$ cat src/rtl/halflife_decay_timer_pkg.sv
// Shared types and helpers for the half-life decay timer.
// No logic of its own; imported by the prescaler and the top.
// The terminal-value helper is the single place that defines "finished".
package halflife_pkg;

  typedef enum logic [1:0] {
    HOLD  = 2'd0,
    UP    = 2'd1,
    DOWN  = 2'd2,
    DECAY = 2'd3
  } mode_t;

  typedef enum logic [1:0] {
    IDLE = 2'd0,
    RUN  = 2'd1,
    DONE = 2'd2
  } state_t;

  // Widest value the terminal helper can describe; callers cast down to WIDTH.
  localparam int unsigned MAX_W = 64;

  // Terminal level for a mode: all-ones when counting up, zero for down/decay.
  // HOLD has no terminal level; callers must gate with has_terminal().
  function automatic logic [MAX_W-1:0] terminal_value(input mode_t m, input int unsigned width);
    logic [MAX_W-1:0] v;
    v = '0;
    if (m == UP) begin
      v = {MAX_W{1'b1}} >> (MAX_W - width);
    end
    return v;
  endfunction

  // HOLD runs forever; every other mode finishes at its terminal level.
  function automatic logic has_terminal(input mode_t m);
    return (m != HOLD);
  endfunction

endpackage

$ cat src/rtl/halflife_decay_timer_prescaler.sv
// Step-rate prescaler: emits a one-cycle step every `period` enabled cycles.
// Latency: step is combinational from the count register (period 1 => every enabled cycle).
// No backpressure; clear has priority over enable, a period of 0 behaves as 1.
module halflife_prescaler
  import halflife_pkg::*;
#(
  parameter int PRESCALE_W = 16
) (
  input  logic                  clk,
  input  logic                  rst,
  input  logic                  i_clear,
  input  logic                  i_enable,
  input  logic [PRESCALE_W-1:0] i_period,
  output logic                  o_step
);

  logic [PRESCALE_W-1:0] r_cnt;
  logic [PRESCALE_W-1:0] w_last;

  // Last count value before a step; period 0 collapses onto period 1.
  always_comb begin
    w_last = '0;
    if (i_period != '0) begin
      w_last = i_period - PRESCALE_W'(1);
    end
  end

  assign o_step = i_enable && (r_cnt == w_last);

  // Count enabled cycles, wrapping to 0 on each step.
  always_ff @(posedge clk or posedge rst) begin
    if (rst) begin
      r_cnt <= '0;
    end else if (i_clear) begin
      r_cnt <= '0;
    end else if (i_enable) begin
      if (o_step) begin
        r_cnt <= '0;
      end else begin
        r_cnt <= r_cnt + PRESCALE_W'(1);
      end
    end
  end

endmodule

$ cat src/rtl/halflife_decay_timer.sv
// Half-life timer core: holds a value and steps it (hold/up/down/halve) every period cycles.
// Latency: first step visible period edges after start; all outputs registered.
// No backpressure; load aborts any run, start while running is ignored.
module halflife_decay_timer
  import halflife_pkg::*;
#(
  parameter int WIDTH      = 8,
  parameter int PRESCALE_W = 16,
  parameter int ELAPSED_W  = 8
) (
  input  logic                  clk,
  input  logic                  rst,
  input  logic                  i_load,
  input  logic [WIDTH-1:0]      i_in,
  input  logic [PRESCALE_W-1:0] i_period,
  input  logic [1:0]            i_mode,
  input  logic                  i_start,
  output logic [WIDTH-1:0]      o_out,
  output logic                  o_busy,
  output logic                  o_done,
  output logic [ELAPSED_W-1:0]  o_elapsed
);

  state_t                r_state;
  mode_t                 r_mode;
  logic [PRESCALE_W-1:0] r_period;
  logic [WIDTH-1:0]      r_out;
  logic                  r_busy;
  logic                  r_done;
  logic [ELAPSED_W-1:0]  r_elapsed;

  mode_t                 w_mode_in;
  logic [WIDTH-1:0]      w_term_in;
  logic [WIDTH-1:0]      w_term;
  logic [WIDTH-1:0]      w_next;
  logic                  w_start_ok;
  logic                  w_pre_clear;
  logic                  w_pre_en;
  logic                  w_step;

  assign w_mode_in   = mode_t'(i_mode);
  assign w_term_in   = WIDTH'(terminal_value(w_mode_in, WIDTH));
  assign w_term      = WIDTH'(terminal_value(r_mode, WIDTH));
  assign w_start_ok  = i_start && (r_state != RUN);
  assign w_pre_clear = i_load || w_start_ok;
  assign w_pre_en    = (r_state == RUN) && !i_load;

  halflife_prescaler #(
    .PRESCALE_W(PRESCALE_W)
  ) u_prescaler (
    .clk      (clk),
    .rst      (rst),
    .i_clear  (w_pre_clear),
    .i_enable (w_pre_en),
    .i_period (r_period),
    .o_step   (w_step)
  );

  // Next value for one step of the latched mode, saturating at both rails.
  always_comb begin
    w_next = r_out;
    case (r_mode)
      UP:      if (r_out != '1) w_next = r_out + WIDTH'(1);
      DOWN:    if (r_out != '0) w_next = r_out - WIDTH'(1);
      DECAY:   w_next = r_out >> 1;
      default: w_next = r_out;
    endcase
  end

  // Run FSM, value register, elapsed counter and one-cycle done pulse.
  always_ff @(posedge clk or posedge rst) begin
    if (rst) begin
      r_state   <= IDLE;
      r_mode    <= HOLD;
      r_period  <= PRESCALE_W'(1);
      r_out     <= '0;
      r_busy    <= 1'b0;
      r_done    <= 1'b0;
      r_elapsed <= '0;
    end else begin
      r_done <= 1'b0;
      if (i_load) begin
        r_out     <= i_in;
        r_elapsed <= '0;
        r_state   <= IDLE;
        r_busy    <= 1'b0;
      end else if (w_start_ok) begin
        r_mode    <= w_mode_in;
        r_period  <= i_period;
        r_elapsed <= '0;
        if (has_terminal(w_mode_in) && (r_out == w_term_in)) begin
          r_state <= DONE;
          r_busy  <= 1'b0;
          r_done  <= 1'b1;
        end else begin
          r_state <= RUN;
          r_busy  <= 1'b1;
        end
      end else if ((r_state == RUN) && w_step) begin
        r_out <= w_next;
        if (r_elapsed != '1) begin
          r_elapsed <= r_elapsed + ELAPSED_W'(1);
        end
        if (has_terminal(r_mode) && (w_next == w_term)) begin
          r_state <= DONE;
          r_busy  <= 1'b0;
          r_done  <= 1'b1;
        end
      end
    end
  end

  assign o_out     = r_out;
  assign o_busy    = r_busy;
  assign o_done    = r_done;
  assign o_elapsed = r_elapsed;

endmodule

$ cat config.mk
export PLATFORM = sky130hd
export DESIGN_NAME = halflife_decay_timer
export DESIGN_NICKNAME = d
export VERILOG_FILES = /design/src/rtl/halflife_decay_timer_pkg.sv /design/src/rtl/halflife_decay_timer_prescaler.sv /design/src/rtl/halflife_decay_timer.sv
export SDC_FILE = /design/constraint.sdc
export NUM_CORES = 1
export LEC_CHECK = 0
export ABC_AREA = 1
export CAP_MARGIN = 20
export CORE_ASPECT_RATIO = 1.1
export CORE_UTILIZATION = 30
export CTS_CLUSTER_SIZE = 16
export DETAILED_ROUTE_END_ITERATION = 10
export SYNTH_ARGS = -nofsm -noshare
export SYNTH_HDL_FRONTEND = slang
export SYNTH_SLANG_ARGS = --single-unit
$ cat constraint.sdc
create_clock -name clk -period 7.1 [get_ports clk]
set_input_delay 0.71 -clock clk [delete_from_list [all_inputs] [get_ports clk]]
set_output_delay 0.71 -clock clk [all_outputs]
set_load 0.01 [all_outputs]
# Word level (Yosys, flattened, before mapping)
# Index checks and enable logic that the tools add are counted.
# totals
regBits	54
latchBits	0
ram_bits	0
mem_bits_ro	0
input_bits	30
memories	0
# classes
add_sub_neg	5
n_mul	0
n_div	0
n_lt_le_gt_ge	0
eq_ne	12
shift	0
mux	31
bitwise_logic	1
n_reduce_logical	21
# op_table
op	count
2-to-1 mux 8 bit	11
2-to-1 mux 16 bit	4
one-hot mux 8 bit (3 select lines)	1
adder 16 x 1 -> 16 bit, second input constant	1
adder 8 x 1 -> 8 bit, second input constant	2
equality test 16 bit	1
equality test 8 bit	2
inequality test 8 bit, second input constant	2
nonzero test 16 bit	1
subtractor 16 x 1 -> 16 bit, second input constant	1
2-to-1 mux 1 bit	10
2-to-1 mux 2 bit	5
nonzero test 3 bit	3
AND reduction 2 bit	4
nonzero test 2 bit	4
nonzero test 8 bit	1
subtractor 8 x 1 -> 8 bit, second input constant	1
equality test 2 x 1 -> 1 bit, second input constant	3
logical AND 1 bit	6
equality test 2 bit, second input constant	2
inequality test 2 x 1 -> 1 bit, second input constant	1
inequality test 2 bit, second input constant	1
logical NOT 1 bit	1
logical OR 1 bit	1
NOT 1 bit	1

# Depth between registers and ports, before layout
# depth
word_depth	9
mapped_depth	17
depth_no_buf	17

# By module
# Synthesis repeated with hierarchy kept, for this count alone.
# unflattened
cells_unflattened	690
hier_area_um2	4292.9
# modules_own_cells
module	n_inst	cells_per_inst	area_per_inst_um2	seq_area_each_um2
halflife_decay_timer	1	349	2364.8	927.1
halflife_prescaler	1	341	1928.1	400.4

# Worst setup path before layout
# Ideal clock, no wire load.
# synth_path
kind	reg2reg
startpoint	register r_period[0]
endpoint	register r_elapsed[6] (netlist: o_elapsed[6])
setup_time_ns	0.118
arrival_time_ns	2.103
path_slack_ns	4.879
path_stages_with_launch	18
synth_period_minus_slack_ns	2.221
cell_sequence	dfstp_2 -> inv_1 -> ha_1 -> nand2_2 -> nor2_4 -> nand2_4 -> buf_6 -> nand2_1 -> nand2_1 -> nand2_1 -> nor2_1 -> nand3b_1 -> nor2_1 -> nand3_2 -> nand2_4 -> nand2_2 -> nand2_1 -> nand2_1
# synth_via
elab_chain_cells	7
# synth_rtl
item	line	rtl
start: declaration	halflife_decay_timer.sv:26	logic [PRESCALE_W-1:0] r_period;
start signal: assignment	halflife_decay_timer.sv:89	r_period <= i_period;
subtractor 16 x 1 -> 16 bit or nonzero test 16 bit (tied branches)	halflife_decay_timer_prescaler.sv:24, halflife_decay_timer_prescaler.sv:23	
2-to-1 mux 16 bit *	halflife_decay_timer_prescaler.sv:23	if (i_period != '0) begin
equality test 16 bit *	halflife_decay_timer_prescaler.sv:28	assign o_step = i_enable && (r_cnt == w_last);
logical AND 1 bit *	halflife_decay_timer_prescaler.sv:28	
logical AND 1 bit *	halflife_decay_timer.sv:99	end else if ((r_state == RUN) && w_step) begin
nonzero test 3 bit (no source line) *	n/a	
AND reduction 2 bit (no source line) *	n/a	
end signal: assignment	halflife_decay_timer.sv:102	r_elapsed <= r_elapsed + ELAPSED_W'(1);
end: declaration	halflife_decay_timer.sv:30	logic [ELAPSED_W-1:0] r_elapsed;
# Mark *: on every way between the ends. The rest lies on a longest branch, timed or not.
# A chain may end at the register's enable or synchronous reset.

# Worst setup path in the final report
# layout_path
startpoint	register r_period[0]
endpoint	register r_elapsed[1] (netlist: o_elapsed[1])
# The elaborated chain is that of the path after synthesis.

==> out/metrics.yaml <==
clock_tree:
  clock_sinks: 53
  clock_path_buffers: 2
  root_buffer: "clkbuf_16"
  clock_latency_ps: 290
  cts_made_buffers: 5
  clkTransAtPathRegs_ps: 70
  ctsResizeCount: 0
  cts_setup_buffers: 0
  ctsHtreeMaxLevel: 2
  hold_buffers: 0
  cts_tree: "built"
cells_and_area:
  fin_cells: 909
  drive_gt1_frac: 0.0541
  fillers: 1540
  nets: 756
  diodes: 0
  syn_to_final_growth_pct: 18.5
synth:
  syn_area_um2: 4280
  postSynthCellCount: 680
  synth_warnings: 0
  yosysUniqueCellTypes: 38
  synth-edff-count: 0
  synth_seq_cells: 53
  synth_nets: 716
  synthArstFlopShare: 1.00
  ys.flop_type: "dfrtp_1"
  syn_avg_cell_area_um2: 6.29
  seq_area_frac_synth: 0.310
timing:
  finalHoldViolCount: 0
  max_slew_margin: 0.546
  setup_ws_ps: 4010
  period_share: 0.435
  fmax_ghz: 0.324
  slew_viol_final: 0
  tns_ps: 0
  holdWs_ps: 502
  worst_pin_slew_ps: 680
  fin_crit_ps: 3090
  setup_viol: 0
  skew_ps: 6.78
  rsz0062_at_grt: "false"
global_routing:
  grtUsageTotal: 0.172
  grt_antenna_before_repair: 0
  gr-total-overflow: 0
  grt_max_degree: 54
  grt_pass1_vias: 4230
  grt_pass1_wl_mm: 20.2
worst_setup_path:
  crit_path_max_fanout: 32
  rr_startpoint: "r_period[0]$_DFFE_PP1P_"
  cp_slowest_stage_delay_ps: 510
  cp_num_buf_inv: 1
  end_kind: "register"
  crit_required_ps: 7280
  cpLargestDelayFamily: "simple AND/OR/NAND/NOR gates"
  worstPathArrival_ps: 3270
  cp-start-kind: "register"
  reg2reg_slack_ps: 4010
  r2r_end: "o_elapsed[1]$_DFFE_PP0P_"
  critPathKind: "reg -> reg"
  slowest_stage: "dfstp_2"
  crit_top_cell: "nand2_1"
  reg2regPathDepth: 16
  path_cells: "inv_1 -> ha_1 -> nand2_2 -> nor2_4 -> nand2_4 -> nand2_1 -> nand2_1 -> nand2_1 -> nor2_1 -> nand3b_1 -> nor2_1 -> nand3_2 -> nand2_4 -> nand2_2 -> nand2_1 -> nand2_1"
hold_path:
  min_delay_path_depth: 2
  hold_class: "reg -> reg"
  min_from: "r_state[1]$_DFFE_PP0P_"
  whs_endpoint: "r_state[1]$_DFFE_PP0P_"
floorplanning:
  start_util: 0.309
  die-width_um: 116
  rows: 45
  io_pins: 48
  die_area_um2: 14700
  core-area_um2: 13900
  die_h_um: 127
job:
  max_cap_viol_count: 0
routing:
  drt-wirelength-per-cell_um: 13.3
  wirelength_mm: 12.0
  initialDrtViolationCount: 263
  vias_per_cell: 4.76
  drtAntennaViolNets: 0
  vias: 4329
  drc_errors: 0
  drt_first_pass_iters: 5
pwr:
  ir_drop_uv: 99.6
  power_per_cell_area_nw_per_um2: 200
  report.power.total_mw: 1.01
  total_leakage_power_nw: 2.43
placement:
  dp_hpwl_mm: 9.26
  io_buffer_count: 47
  dp_cells: 901
  finalWeightedCongestion: 0.897
  place_ws_ps: 3910
run_status:
  status: "finished, final reports clean"
synth_stat cells (all sizes together) (2+ instances only):
cell type,number,area [um^2]
xnor2,3,26.3
or2,3,18.8
mux2,2,22.5
nor3,12,60.1
a21oi,6,30.0
nand3,93,495
clkbuf,6,22.5
ha,6,75.1
nand2,221,852
nor4,4,25.0
nand3b,5,50.1
nor3b,2,15.0
inv,88,330
dfrtp,52,1300
o21ai,40,200
and3,2,12.5
nand4,20,131
nor2,87,359
buf,11,82.6
xor2,10,95.1
power by group:
group,internal [mW],switching [mW]
clock,0.168,0.111
sequential,0.330,0.0421
combinational,0.130,0.234
through the flow:
step,util,area (um^2)
final,0.366,5070
after global routing,0.366,5070
after CTS,0.366,5070
after detailed placement,0.354,4900
after global placement,0.354,4900
after floorplan,-,4280
logic make-up (layout without fill, tap and decap cells):
| family | Yosys count | after routing | share of synthesized area |
|---|---|---|---|
| buf+inv | 106 | 147 | 0.103 |
| flops | 53 | 53 | 0.310 |
| simple gates | 449 | 449 | 0.472 |
| xor+xnor | 13 | 13 | 0.0284 |
| compound gates | 51 | 51 | 0.0638 |
| fa+ha+maj | 6 | 6 | 0.0175 |
| mux | 2 | 2 | 0.00526 |
worst max-delay path by stage:
stage	start	endpoint	slack, ps	cells past startpoint
after CTS	r_period[0]$_DFFE_PP1P_	o_elapsed[1]$_DFFE_PP0P_	4000	16
final	r_period[0]$_DFFE_PP1P_	o_elapsed[1]$_DFFE_PP0P_	4010	16
after floorplan	r_period[0]$_DFFE_PP1P_	o_elapsed[6]$_DFFE_PP0P_	4880	17
after global routing	r_period[0]$_DFFE_PP1P_	o_elapsed[1]$_DFFE_PP0P_	3680	16
after detailed placement	i_load	o_elapsed[1]$_DFFE_PP0P_	3910	12
after global placement	i_load	o_elapsed[5]$_DFFE_PP0P_	3980	12
final cells by class:
cell class              instances  area [um^2]  area share
well taps                     188          235      0.0464
multi-input cells             521         2510       0.496
clock buffers                   6          129      0.0254
inverters                      89          334      0.0659
repair buffers                 50          493      0.0972
flip-flops and latches         53         1330       0.262
clock inverters                 2         38.8     0.00765
registers in the layout, indices dropped and copies added (netlist names):
name,cells
r_state,1
o_out,8
u_prescaler.r_cnt,16
o_busy,1
r_mode,2
o_done,1
r_period,16
o_elapsed,8
cell usage in the layout (no fill, tap or decap), types with 4 or more instances in the layout:
cell type,netlist,final
nor2_2,7,8
clkdlybuf4s50_1,0,47
nor3_1,12,12
ha_1,6,6
a21oi_1,6,6
nand3_2,6,6
nand3b_1,4,4
inv_1,88,87
dfrtp_1,52,52
nor4_1,4,4
nand4_1,19,19
o21ai_0,39,39
nand3_1,87,87
clkbuf_16,0,5
nor2_1,78,77
xor2_1,9,9
nand2_1,216,216
routing by layer:
metal	track usage	up-vias	routed length, um
met4	0.0611	0	304
met1	0.215	1958	5550
li1	-	2259	-
met5	0	-	0
met2	0.298	89	5820
met3	0.0237	23	373
worst min-delay path: cells and delay by family (launching register included):
family	cells	cell delay, ps
DFF	1	340
and+or+nand+nor	2	120
(Power assumes the default switching activity.)
